## config.mk

```make
export PLATFORM = sky130hd
export DESIGN_NAME = stopwatch_sequencer_flat
export DESIGN_NICKNAME = d
export VERILOG_FILES = /design/src/rtl/stopwatch_pkg.sv /design/src/rtl/stopwatch_sequencer_if.sv /design/src/rtl/stopwatch_sequencer_bcd_digit_counter.sv /design/src/rtl/stopwatch_sequencer.sv /design/src/flat_wrapper.sv
export SDC_FILE = /design/constraint.sdc
export NUM_CORES = 1
export LEC_CHECK = 0
export ABC_AREA = 1
export BUFFER_PORTS_ARGS = -buffer_cell sky130_fd_sc_hd__buf_4
export CAP_MARGIN = 10
export CORE_AREA = 2 2 124 126
export DETAILED_ROUTE_END_ITERATION = 12
export DIE_AREA = 0 0 126 128
export MAX_ROUTING_LAYER = met4
export PLACE_DENSITY = 0.56
export SLEW_MARGIN = 20
export SYNTH_ARGS = -nofsm -noshare
export SYNTH_HDL_FRONTEND = slang
export SYNTH_SLANG_ARGS = --single-unit
```

## constraint.sdc

```tcl
create_clock -name clkIn -period 2.45 [get_ports clkIn]
set_input_delay 0.1225 -clock clkIn [delete_from_list [all_inputs] [get_ports clkIn]]
set_output_delay 0.1225 -clock clkIn [all_outputs]
set_load 0.1 [all_outputs]
```

## src/rtl/stopwatch_pkg.sv

```systemverilog
`default_nettype none
// ============================================================================
// Module   : stopwatch_pkg
// Brief    : State encodings, digit moduli and BCD field layout for the stopwatch.
// Revision : 1.0
// ============================================================================
package stopwatch_pkg;

  typedef enum logic [1:0] {
    IDLE    = 2'd0,
    RUNNING = 2'd1,
    PAUSED  = 2'd2,
    LAP_RUN = 2'd3
  } swState_t;

  localparam int c_numDigits  = 8;
  localparam int c_digitWidth = 4;
  localparam int c_decModulus = 10;
  localparam int c_sexModulus = 6;

  localparam int c_hundUnitsLsb = 0;
  localparam int c_hundTensLsb  = 4;
  localparam int c_secUnitsLsb  = 8;
  localparam int c_secTensLsb   = 12;
  localparam int c_minUnitsLsb  = 16;
  localparam int c_minTensLsb   = 20;
  localparam int c_hrUnitsLsb   = 24;
  localparam int c_hrTensLsb    = 28;

  // Digit index 0 is hundredths-units, 7 is hours-tens.
  function automatic int digitModulus(input int idx);
    case (idx)
      3, 5:    return c_sexModulus;
      default: return c_decModulus;
    endcase
  endfunction

  function automatic int digitLsb(input int idx);
    case (idx)
      0:       return c_hundUnitsLsb;
      1:       return c_hundTensLsb;
      2:       return c_secUnitsLsb;
      3:       return c_secTensLsb;
      4:       return c_minUnitsLsb;
      5:       return c_minTensLsb;
      6:       return c_hrUnitsLsb;
      default: return c_hrTensLsb;
    endcase
  endfunction

endpackage
`default_nettype wire

```

## src/rtl/stopwatch_sequencer_if.sv

```systemverilog
`default_nettype none
// ============================================================================
// Module   : stopwatch_sequencer_if
// Brief    : Control pulses and display/status outputs of the stopwatch.
// Revision : 1.0
// ============================================================================
interface stopwatch_sequencer_if;
  logic        startStopIn;
  logic        lapIn;
  logic        clearIn;
  logic [31:0] digitsOut;
  logic [1:0]  stateOut;
  logic        tickOut;
  logic        wrapOut;

  modport master (
    output startStopIn, lapIn, clearIn,
    input  digitsOut, stateOut, tickOut, wrapOut
  );

  modport slave (
    input  startStopIn, lapIn, clearIn,
    output digitsOut, stateOut, tickOut, wrapOut
  );
endinterface
`default_nettype wire

```

## src/rtl/stopwatch_sequencer_bcd_digit_counter.sv

```systemverilog
`default_nettype none
// ============================================================================
// Module   : bcd_digit_counter
// Brief    : One BCD digit counting 0..MODULUS-1 with clear and ripple carry.
// Revision : 1.0
// ============================================================================
module bcd_digit_counter #(
  parameter int MODULUS = 10
) (
  input  wire logic       clk,
  input  wire logic       clear,
  input  wire logic       carryIn,
  output logic      [3:0] digit,
  output logic            carryOut
);

  logic [3:0] r_digit;
  logic [3:0] w_digitNext;

  assign carryOut = carryIn && (r_digit == 4'(MODULUS - 1));
  assign digit    = r_digit;

  always_comb begin
    w_digitNext = r_digit;
    if (clear) begin
      w_digitNext = '0;
    end else if (carryIn) begin
      w_digitNext = (r_digit == 4'(MODULUS - 1)) ? 4'd0 : r_digit + 4'd1;
    end
  end

  always_ff @(posedge clk) begin
    r_digit <= w_digitNext;
  end

endmodule
`default_nettype wire

```

## src/rtl/stopwatch_sequencer.sv

```systemverilog
`default_nettype none
// ============================================================================
// Module   : stopwatch_sequencer
// Brief    : HH:MM:SS.hh stopwatch with run/pause, lap freeze and clear.
// Revision : 1.0
// ============================================================================
module stopwatch_sequencer
  import stopwatch_pkg::*;
#(
  parameter int CLK_HZ  = 100000000,
  parameter int TICK_HZ = 100
) (
  input wire logic              clkIn,
  input wire logic              rstIn,
  stopwatch_sequencer_if.slave  bus
);

  localparam int c_div      = CLK_HZ / TICK_HZ;
  localparam int c_preWidth = (c_div > 1) ? $clog2(c_div) : 1;
  localparam logic [c_preWidth-1:0] c_preMax = c_preWidth'(c_div - 1);

  generate
    if ((CLK_HZ % TICK_HZ) != 0 || c_div < 2) begin : g_paramCheck
      $error("stopwatch_sequencer: CLK_HZ must be a multiple of TICK_HZ with ratio >= 2");
    end
  endgenerate

  swState_t                r_state;
  swState_t                w_stateNext;
  logic [c_preWidth-1:0]   r_prescaler;
  logic [c_preWidth-1:0]   w_preNext;
  logic [31:0]             r_snapshot;
  logic                    r_tick;
  logic                    r_wrap;
  logic                    w_clearTaken;
  logic                    w_snapLoad;
  logic                    w_advance;
  logic                    w_tickEn;
  logic                    w_digitClear;
  logic [31:0]             w_count;
  logic [c_numDigits:0]    w_carry;

  assign w_clearTaken = bus.clearIn;
  assign w_digitClear = !rstIn || w_clearTaken;

  always_comb begin
    w_stateNext = r_state;
    w_snapLoad  = 1'b0;
    if (bus.clearIn) begin
      w_stateNext = IDLE;
    end else if (bus.startStopIn) begin
      case (r_state)
        IDLE, PAUSED:     w_stateNext = RUNNING;
        RUNNING, LAP_RUN: w_stateNext = PAUSED;
        default:          w_stateNext = IDLE;
      endcase
    end else if (bus.lapIn) begin
      if (r_state == RUNNING) begin
        w_stateNext = LAP_RUN;
        w_snapLoad  = 1'b1;
      end else if (r_state == LAP_RUN) begin
        w_stateNext = RUNNING;
      end
    end
  end

  // The phase advances on every edge that lands in a live state, so the start
  // cycle itself counts as the first prescaler phase.
  assign w_advance = !w_clearTaken && (w_stateNext == RUNNING || w_stateNext == LAP_RUN);
  assign w_tickEn  = w_advance && (r_prescaler == c_preMax);

  always_comb begin
    w_preNext = r_prescaler;
    if (w_clearTaken || w_stateNext == IDLE) begin
      w_preNext = '0;
    end else if (w_advance) begin
      w_preNext = (r_prescaler == c_preMax) ? '0 : r_prescaler + c_preWidth'(1);
    end
  end

  assign w_carry[0] = w_tickEn;

  generate
    for (genvar i = 0; i < c_numDigits; i++) begin : g_digit
      bcd_digit_counter #(
        .MODULUS (digitModulus(i))
      ) u_digit (
        .clk      (clkIn),
        .clear    (w_digitClear),
        .carryIn  (w_carry[i]),
        .digit    (w_count[digitLsb(i) +: c_digitWidth]),
        .carryOut (w_carry[i+1])
      );
    end
  endgenerate

  always_ff @(posedge clkIn) begin
    if (!rstIn) begin
      r_state     <= IDLE;
      r_prescaler <= '0;
      r_snapshot  <= '0;
      r_tick      <= 1'b0;
      r_wrap      <= 1'b0;
    end else begin
      r_state     <= w_stateNext;
      r_prescaler <= w_preNext;
      r_tick      <= w_tickEn;
      r_wrap      <= w_carry[c_numDigits];
      if (w_clearTaken) begin
        r_snapshot <= '0;
      end else if (w_snapLoad) begin
        r_snapshot <= w_count;
      end
    end
  end

  assign bus.digitsOut = (r_state == LAP_RUN) ? r_snapshot : w_count;
  assign bus.stateOut  = r_state;
  assign bus.tickOut   = r_tick;
  assign bus.wrapOut   = r_wrap;

endmodule
`default_nettype wire

```

## src/flat_wrapper.sv

```systemverilog
// flat-port wrapper written by rule: the top's interface ports become plain ports
module stopwatch_sequencer_flat import stopwatch_pkg::*;
#(
  parameter int CLK_HZ  = 100000000,
  parameter int TICK_HZ = 100
)
  (clkIn, rstIn, bus_startStopIn, bus_lapIn, bus_clearIn, bus_digitsOut, bus_stateOut, bus_tickOut, bus_wrapOut);
  stopwatch_sequencer_if bus_i ();
  input wire logic clkIn;
  input wire logic rstIn;
  input wire logic [$bits(bus_i.startStopIn)-1:0] bus_startStopIn;
  input wire logic [$bits(bus_i.lapIn)-1:0] bus_lapIn;
  input wire logic [$bits(bus_i.clearIn)-1:0] bus_clearIn;
  output wire logic [$bits(bus_i.digitsOut)-1:0] bus_digitsOut;
  output wire logic [$bits(bus_i.stateOut)-1:0] bus_stateOut;
  output wire logic [$bits(bus_i.tickOut)-1:0] bus_tickOut;
  output wire logic [$bits(bus_i.wrapOut)-1:0] bus_wrapOut;
  assign bus_i.startStopIn = bus_startStopIn;
  assign bus_i.lapIn = bus_lapIn;
  assign bus_i.clearIn = bus_clearIn;
  assign bus_digitsOut = bus_i.digitsOut;
  assign bus_stateOut = bus_i.stateOut;
  assign bus_tickOut = bus_i.tickOut;
  assign bus_wrapOut = bus_i.wrapOut;
  stopwatch_sequencer #(.CLK_HZ(CLK_HZ), .TICK_HZ(TICK_HZ)) u_core (.clkIn(clkIn), .rstIn(rstIn), .bus(bus_i));
endmodule
```

==> results.sh, run 1 <==
export IMPL_p_per_area_nw_per_um2=534
export IMPL_synth_simple_area_share_pct=29.4
export IMPL_fmax_ghz=0.449
export IMPL_worst_r2r_path_depth=12
export IMPL_post_route_drc_count=0
export IMPL_reg2reg_from="u_core.r_prescaler[0]"
export IMPL_clock_root_buffer="clkbuf_16"
export IMPL_cts_buffer_depth=2
export IMPL_grt_pass1_vias=3899
export IMPL_grt_usage_pct=13.7
export IMPL_die_area_um2=16100
export IMPL_ctsResizeCount=0
export IMPL_synth_net_count=631
export IMPL_yosys_warnings=0
export IMPL_die_w_um=126
export IMPL_routedWlPerCell_um=12.0
export IMPL_drt_iter0_drc=251
export IMPL_n_fill_cell=1561
export IMPL_gr_total_overflow=0
export IMPL_hold_buffers=0
export IMPL_antenna_found_initial=0
export IMPL_synthXorXnorAreaFrac_pct=2.19
export IMPL_hold_path_class="input pin to flop"
export IMPL_drtAntennaViolNets=0
export IMPL_cts_buffers=9
export IMPL_routed_via_density=4.80
export IMPL_cts_tree="done"
export IMPL_io_pins=41
export IMPL_synth_edf_count=0
export IMPL_ctsHtreeMaxLevel=3
export IMPL_portBuffers=40
export IMPL_setup_tns_ps=0
export IMPL_yosysSeqAreaShare_pct=40.1
export IMPL_synth_compound_area_share_pct=19.4
export IMPL_combPwrFrac_pct=3.7
export IMPL_power_mw=2.82
export IMPL_fp_row_count=45
export IMPL_die_h_um=128
export IMPL_maxCapViolations=0
export IMPL_crit_end="bus_digitsOut[0]"
export IMPL_clock_skew_ps=9.27
export IMPL_syn_area_per_cell_um2=7.05
export IMPL_relSlewSlack_pct=45.5
export IMPL_pwr_share_clk_pct=45.4
export IMPL_arrival_ps=2110
export IMPL_dp_hpwl_um=7460
export IMPL_synth_adder_area_share_pct=0.855
export IMPL_synth_mux_area_share_pct=0
export IMPL_place_congestion=0.823
export IMPL_cpPeakStageDelay_ps=640
export IMPL_endpoint_kind="primary output"
export IMPL_clk_latency_ps=340
export IMPL_crit_path_start="u_core.bus.stateOut[1]"
export IMPL_start_kind="flop"
export IMPL_status="finished clean"
export IMPL_layout_common_cells="121 x nand2_1, 86 x dfxtp_1, 66 x a21oi_1, 60 x inv_1, 58 x nor2_1"
export IMPL_postCtsSetupBuffers=0
export IMPL_grt_max_degree=65
export IMPL_grt_pass1_wl_um=17800
export IMPL_cp_max_fo=64
export IMPL_reg2reg_to="u_core.g_digit[5].u_digit.digit[1]"
export IMPL_ys_flop_type="dfxtp_1"
export IMPL_worst_endpoint_required_ps=2330
export IMPL_cpMostUsedCell="buf_4"
export IMPL_clk_pin_slew_ps=50
export IMPL_dr_pass1_iters=4
export IMPL_num_vias=4084
export IMPL_synth_top_family_by_area="simple AND/OR/NAND/NOR gates"
export IMPL_synth_largest_area_cell="dfxtp_1"
export IMPL_r2r_slack_ps=340
export IMPL_nNetsFinal=667
export IMPL_ys_seq_elements=88
export IMPL_syn_area_um2=4390
export IMPL_initial_core_util_pct=29.5
export IMPL_p_int_mw=2.20
export IMPL_slew_viol_final=0
export IMPL_synthCells=623
export IMPL_wl_um=10200
export IMPL_drive_gt1_share_pct=21.0
export IMPL_synthArstFlopShare_pct=0
export IMPL_seqCellArea_um2=1760
export IMPL_crit_type="flop to primary output"
export IMPL_fin_crit_ps=2230
export IMPL_fin_area_um2=5290
export IMPL_synth_distinct_cells=36
export IMPL_p_switching_uw=628
export IMPL_tightest_slew_ps=818
export IMPL_cts_sinks=88
export IMPL_power_frac_seq_pct=51.0
export IMPL_power_leakage_nw=1.84
export IMPL_syn_to_final_growth_pct=20.5
export IMPL_place_area_um2=5020
export IMPL_cp_cell_sequence="ha_2, buf_4, nand2_1, o21ai_2, buf_4"
export IMPL_hold_viol=0
export IMPL_layout_commonest_cell="nand2_1"
export IMPL_rsz0062_at_grt="no"
export IMPL_crit_path_top_delay_cell="buf_4"
export IMPL_vdd_ir_drop_max_mv=0.303
export IMPL_multi_input_area_um2=2410
export IMPL_diodes=0
export IMPL_synth_top_area_share_pct=40.1
export IMPL_synth_area_leaders="dfxtp_1 40%, nand2_1 10%, o21ai_0 9.0%"
export IMPL_worst_hold_slack_ps=71.1
export IMPL_core_area_um2=14900
export IMPL_period_share_pct=90.9
export IMPL_switching_share_pct=22.2
export IMPL_setup_viol=0
-- stage by stage --
step,setup slack (ps),util [%],std cells
floorplan,59.9,-,623
global placement,366,33.8,836
detailed placement,341,33.8,836
CTS,148,35.6,850
global route,38.1,35.6,850
finish,222,35.6,850
-- layer usage --
metal  GRT usage (%)  part of all wire (%)  vias up
li1                -                     -     2147
met1            15.5                    46     1894
met2            23.9                    49       34
met3            3.67                   3.1        9
met4            3.94                   1.3        0
met5               -                     0        -
-- cell families after synthesis --
family                     Yosys count
adders and majority gates            3
xor gates and xnor gates            11
and+or+nand+nor                    267
AOI/OAI and AO/OA                  163
DFF                                 88
buffers and inverters               91
-- synthesized netlist by cell type, types with 6 or more instances --
library cell  count
a21oi_1          66
clkbuf_1         19
dfxtp_1          88
inv_1            60
inv_2             8
nand2_1         121
nand3_1          18
nand3_2           6
nand4_1          12
nor2_1           59
nor2_2            6
nor3_1           19
nor3_2            7
o21ai_0          79
o21ai_1           6
xor2_1           11
-- power by group through the flow --
stage	registers, mW	logic [mW]	clock network [mW]
3_5_place_dp	1.47	0.106	0
3_3_place_gp	1.47	0.104	0
4_1_cts	1.44	0.106	1.33
6_report	1.44	0.103	1.28
2_1_floorplan	1.48	0.0635	0
5_1_grt	1.44	0.117	1.40
-- critical path: cells and delay by family (launching register included) --
family	cells	cell delay, ps
and+or+nand+nor	1	140
buffers and inverters	2	960
adders and majority gates	1	190
AOI/OAI and AO/OA	1	120
DFF	1	350
-- state kept, by name, indices dropped and copies added, names as in the netlist --
register / flops
u_core.bus.stateOut: 2
u_core.bus.tickOut: 1
u_core.bus.wrapOut: 1
u_core.g_digit.u_digit.digit: 32
u_core.r_prescaler: 20
u_core.r_snapshot: 32
-- layout make-up --
type | count | area share (%)
well taps | 188 | 4.44
inverters | 69 | 4.92
repair buffers | 47 | 6.67
multi-input cells | 444 | 45.5
clock buffers | 12 | 4.85
clock inverters | 2 | 0.307
flip-flops and latches | 88 | 33.3
-- worst min path at each step --
| stage | from | slack [ps] | depth (start not counted) | end |
|---|---|---|---|---|
| floorplan | bus_clearIn | 270 | 3 | u_core.bus.stateOut[1] |
| global placement | bus_clearIn | 420 | 4 | u_core.bus.stateOut[1] |
| detailed placement | bus_clearIn | 420 | 4 | u_core.bus.stateOut[1] |
| CTS | bus_clearIn | 60 | 4 | u_core.bus.stateOut[1] |
| global route | bus_clearIn | 80 | 4 | u_core.bus.stateOut[1] |
| finish | bus_clearIn | 70 | 4 | u_core.bus.stateOut[1] |
Note: power is estimated with default switching activity, not from simulation.
==> run 2: changes to the inputs <==
==> constraint.sdc (replaced) <==
create_clock -name clkIn -period 2.5 [get_ports clkIn]
set_input_delay 0.125 -clock clkIn [delete_from_list [all_inputs] [get_ports clkIn]]
set_output_delay 0.125 -clock clkIn [all_outputs]
set_load 0.1 [all_outputs]
==> run 2 against run 1 <==
- final cell count is 0.12% higher
- sequential cell count stayed put
- critical endpoint is now bus_digitsOut[1]
- total power is 3.3% higher
- largest power group unchanged
- core utilization is 0.58 points lower
==> results.sh, run 2 (synthesis results as in run 1) <==
export IMPL_die_area_um2=16100
export IMPL_cts_buffers=9
export IMPL_cts_buffer_depth=2
export IMPL_cts_sinks=88
export IMPL_nNetsFinal=666
export IMPL_antenna_found_initial=0
export IMPL_period_share_pct=85.3
export IMPL_fp_row_count=45
export IMPL_worst_endpoint_required_ps=2380
export IMPL_cpPeakStageDelay_ps=490
export IMPL_cp_cell_sequence="ha_2, buf_4, nand2_1, o21ai_1, buf_4"
export IMPL_critPathTopFamily="buffers and inverters"
export IMPL_vdd_ir_drop_max_mv=0.309
export IMPL_core_area_um2=14900
export IMPL_crit_type="flop to primary output"
export IMPL_cts_tree="done"
export IMPL_clk_pin_slew_ps=60
export IMPL_routed_via_density=4.67
export IMPL_ctsHtreeMaxLevel=3
export IMPL_cp_max_fo=64
export IMPL_grt_usage_pct=13.2
export IMPL_status="finished clean"
export IMPL_wl_um=10000
export IMPL_setup_viol=0
export IMPL_portBuffers=40
export IMPL_post_route_drc_count=0
export IMPL_hold_viol=0
export IMPL_die_h_um=128
export IMPL_place_ws_ps=384
export IMPL_layout_commonest_cell="nand2_1"
export IMPL_start_kind="flop"
export IMPL_syn_to_final_growth_pct=18.5
export IMPL_drt_iter0_drc=217
export IMPL_crit_path_top_delay_cell="buf_4"
export IMPL_clock_skew_ps=14.2
export IMPL_drtAntennaViolNets=0
export IMPL_fin_crit_ps=2130
export IMPL_p_per_area_nw_per_um2=561
export IMPL_cp_num_buf_inv=2
export IMPL_routedWlPerCell_um=11.8
export IMPL_postCtsSetupBuffers=0
export IMPL_power_leakage_nw=1.80
export IMPL_place_congestion=0.816
export IMPL_clk_latency_ps=350
export IMPL_dp_hpwl_um=7190
export IMPL_tightest_slew_ps=625
export IMPL_num_vias=3971
export IMPL_clock_root_buffer="clkbuf_16"
export IMPL_endpoint_kind="primary output"
export IMPL_diodes=0
export IMPL_grt_pass1_vias=3634
export IMPL_relSlewSlack_pct=58.3
export IMPL_dr_pass1_iters=4
export IMPL_drive_gt1_share_pct=16.3
export IMPL_slew_viol_final=0
export IMPL_gr_total_overflow=0
export IMPL_ctsResizeCount=0
export IMPL_io_pins=41
export IMPL_fmax_ghz=0.469
export IMPL_hold_path_class="input pin to flop"
export IMPL_setup_tns_ps=0
export IMPL_fin_ws_ps=367
export IMPL_hold_buffers=0
export IMPL_arrival_ps=2010
export IMPL_maxCapViolations=0
export IMPL_rsz0062_at_grt="no"
export IMPL_final_core_util_pct=35.0
export IMPL_layout_common_cells="121 x nand2_1, 87 x dfxtp_1, 66 x a21oi_1, 60 x inv_1, 58 x nor2_1"
export IMPL_die_w_um=126
export IMPL_grt_max_degree=65
export IMPL_grt_pass1_wl_um=17000
export IMPL_cpMostUsedCell="buf_4"
export IMPL_initial_core_util_pct=29.5
[run 2: cell types whose count changed in the layout (fill, tap and decap cells not counted), sizes merged]
| cell | previous run | this run |
|---|---|---|
| clkbuf | 12 | 13 |
| buf | 47 | 46 |
| clkinv | 2 | 1 |
| clkinvlp | 1 | 0 |
| inv | 68 | 70 |
| bufinv | 0 | 1 |
[run 2: worst paths after layout]
check / slack (ps) / start / endpoint / cells past startpoint
max reg2reg: 390 / u_core.bus.stateOut[1] / u_core.r_prescaler[14] / 14
min: 70 / bus_clearIn / u_core.bus.stateOut[1] / 4
min reg2reg: 470 / u_core.g_digit[5].u_digit.digit[2] / u_core.g_digit[5].u_digit.digit[2] / 2
max: 370 / u_core.bus.stateOut[0] / bus_digitsOut[1] / 5
[run 2: power by group]
group	total [mW]	internal (mW)	switching, mW
Clock	1.41	0.838	0.569
Combinational	0.101	0.0262	0.0749
Sequential	1.41	1.41	0.00388
[run 2: layout make-up]
type / count / area [µm²]
Clock buffer: 13 / 260
Timing Repair Buffer: 46 / 345
Inverter: 69 / 260
Fill cell: 1626 / 9660
Tap cell: 188 / 235
Multi-Input combinational cell: 444 / 2290
Clock inverter: 3 / 47.5
Sequential cell: 88 / 1760
[run 2: tightest hold or removal path: cells and delay by family]
kind                   cells  cell delay, ps
AND/OR/NAND/NOR            2              90
buffers and inverters      2             150
[run 2: metal layers]
layer  vias up  track usage (%)  part of all wire, %
li1       2138                -                    -
met5         -                -                    0
met3        12             2.96                  2.9
met1      1780             15.7                   48
met4         0             4.46                  1.6
met2        41             22.1                   48
[run 2: per-stage QoR]
step	hold slack, ps	power, mW	area (µm²)	cells
final	69.9	2.92	5210	851
after detailed placement	417	1.54	4900	835
after global placement	429	1.55	4900	835
after floorplan	270	1.51	4400	623
after global routing	99.3	3.02	5210	851
after CTS	61.2	2.95	5210	851
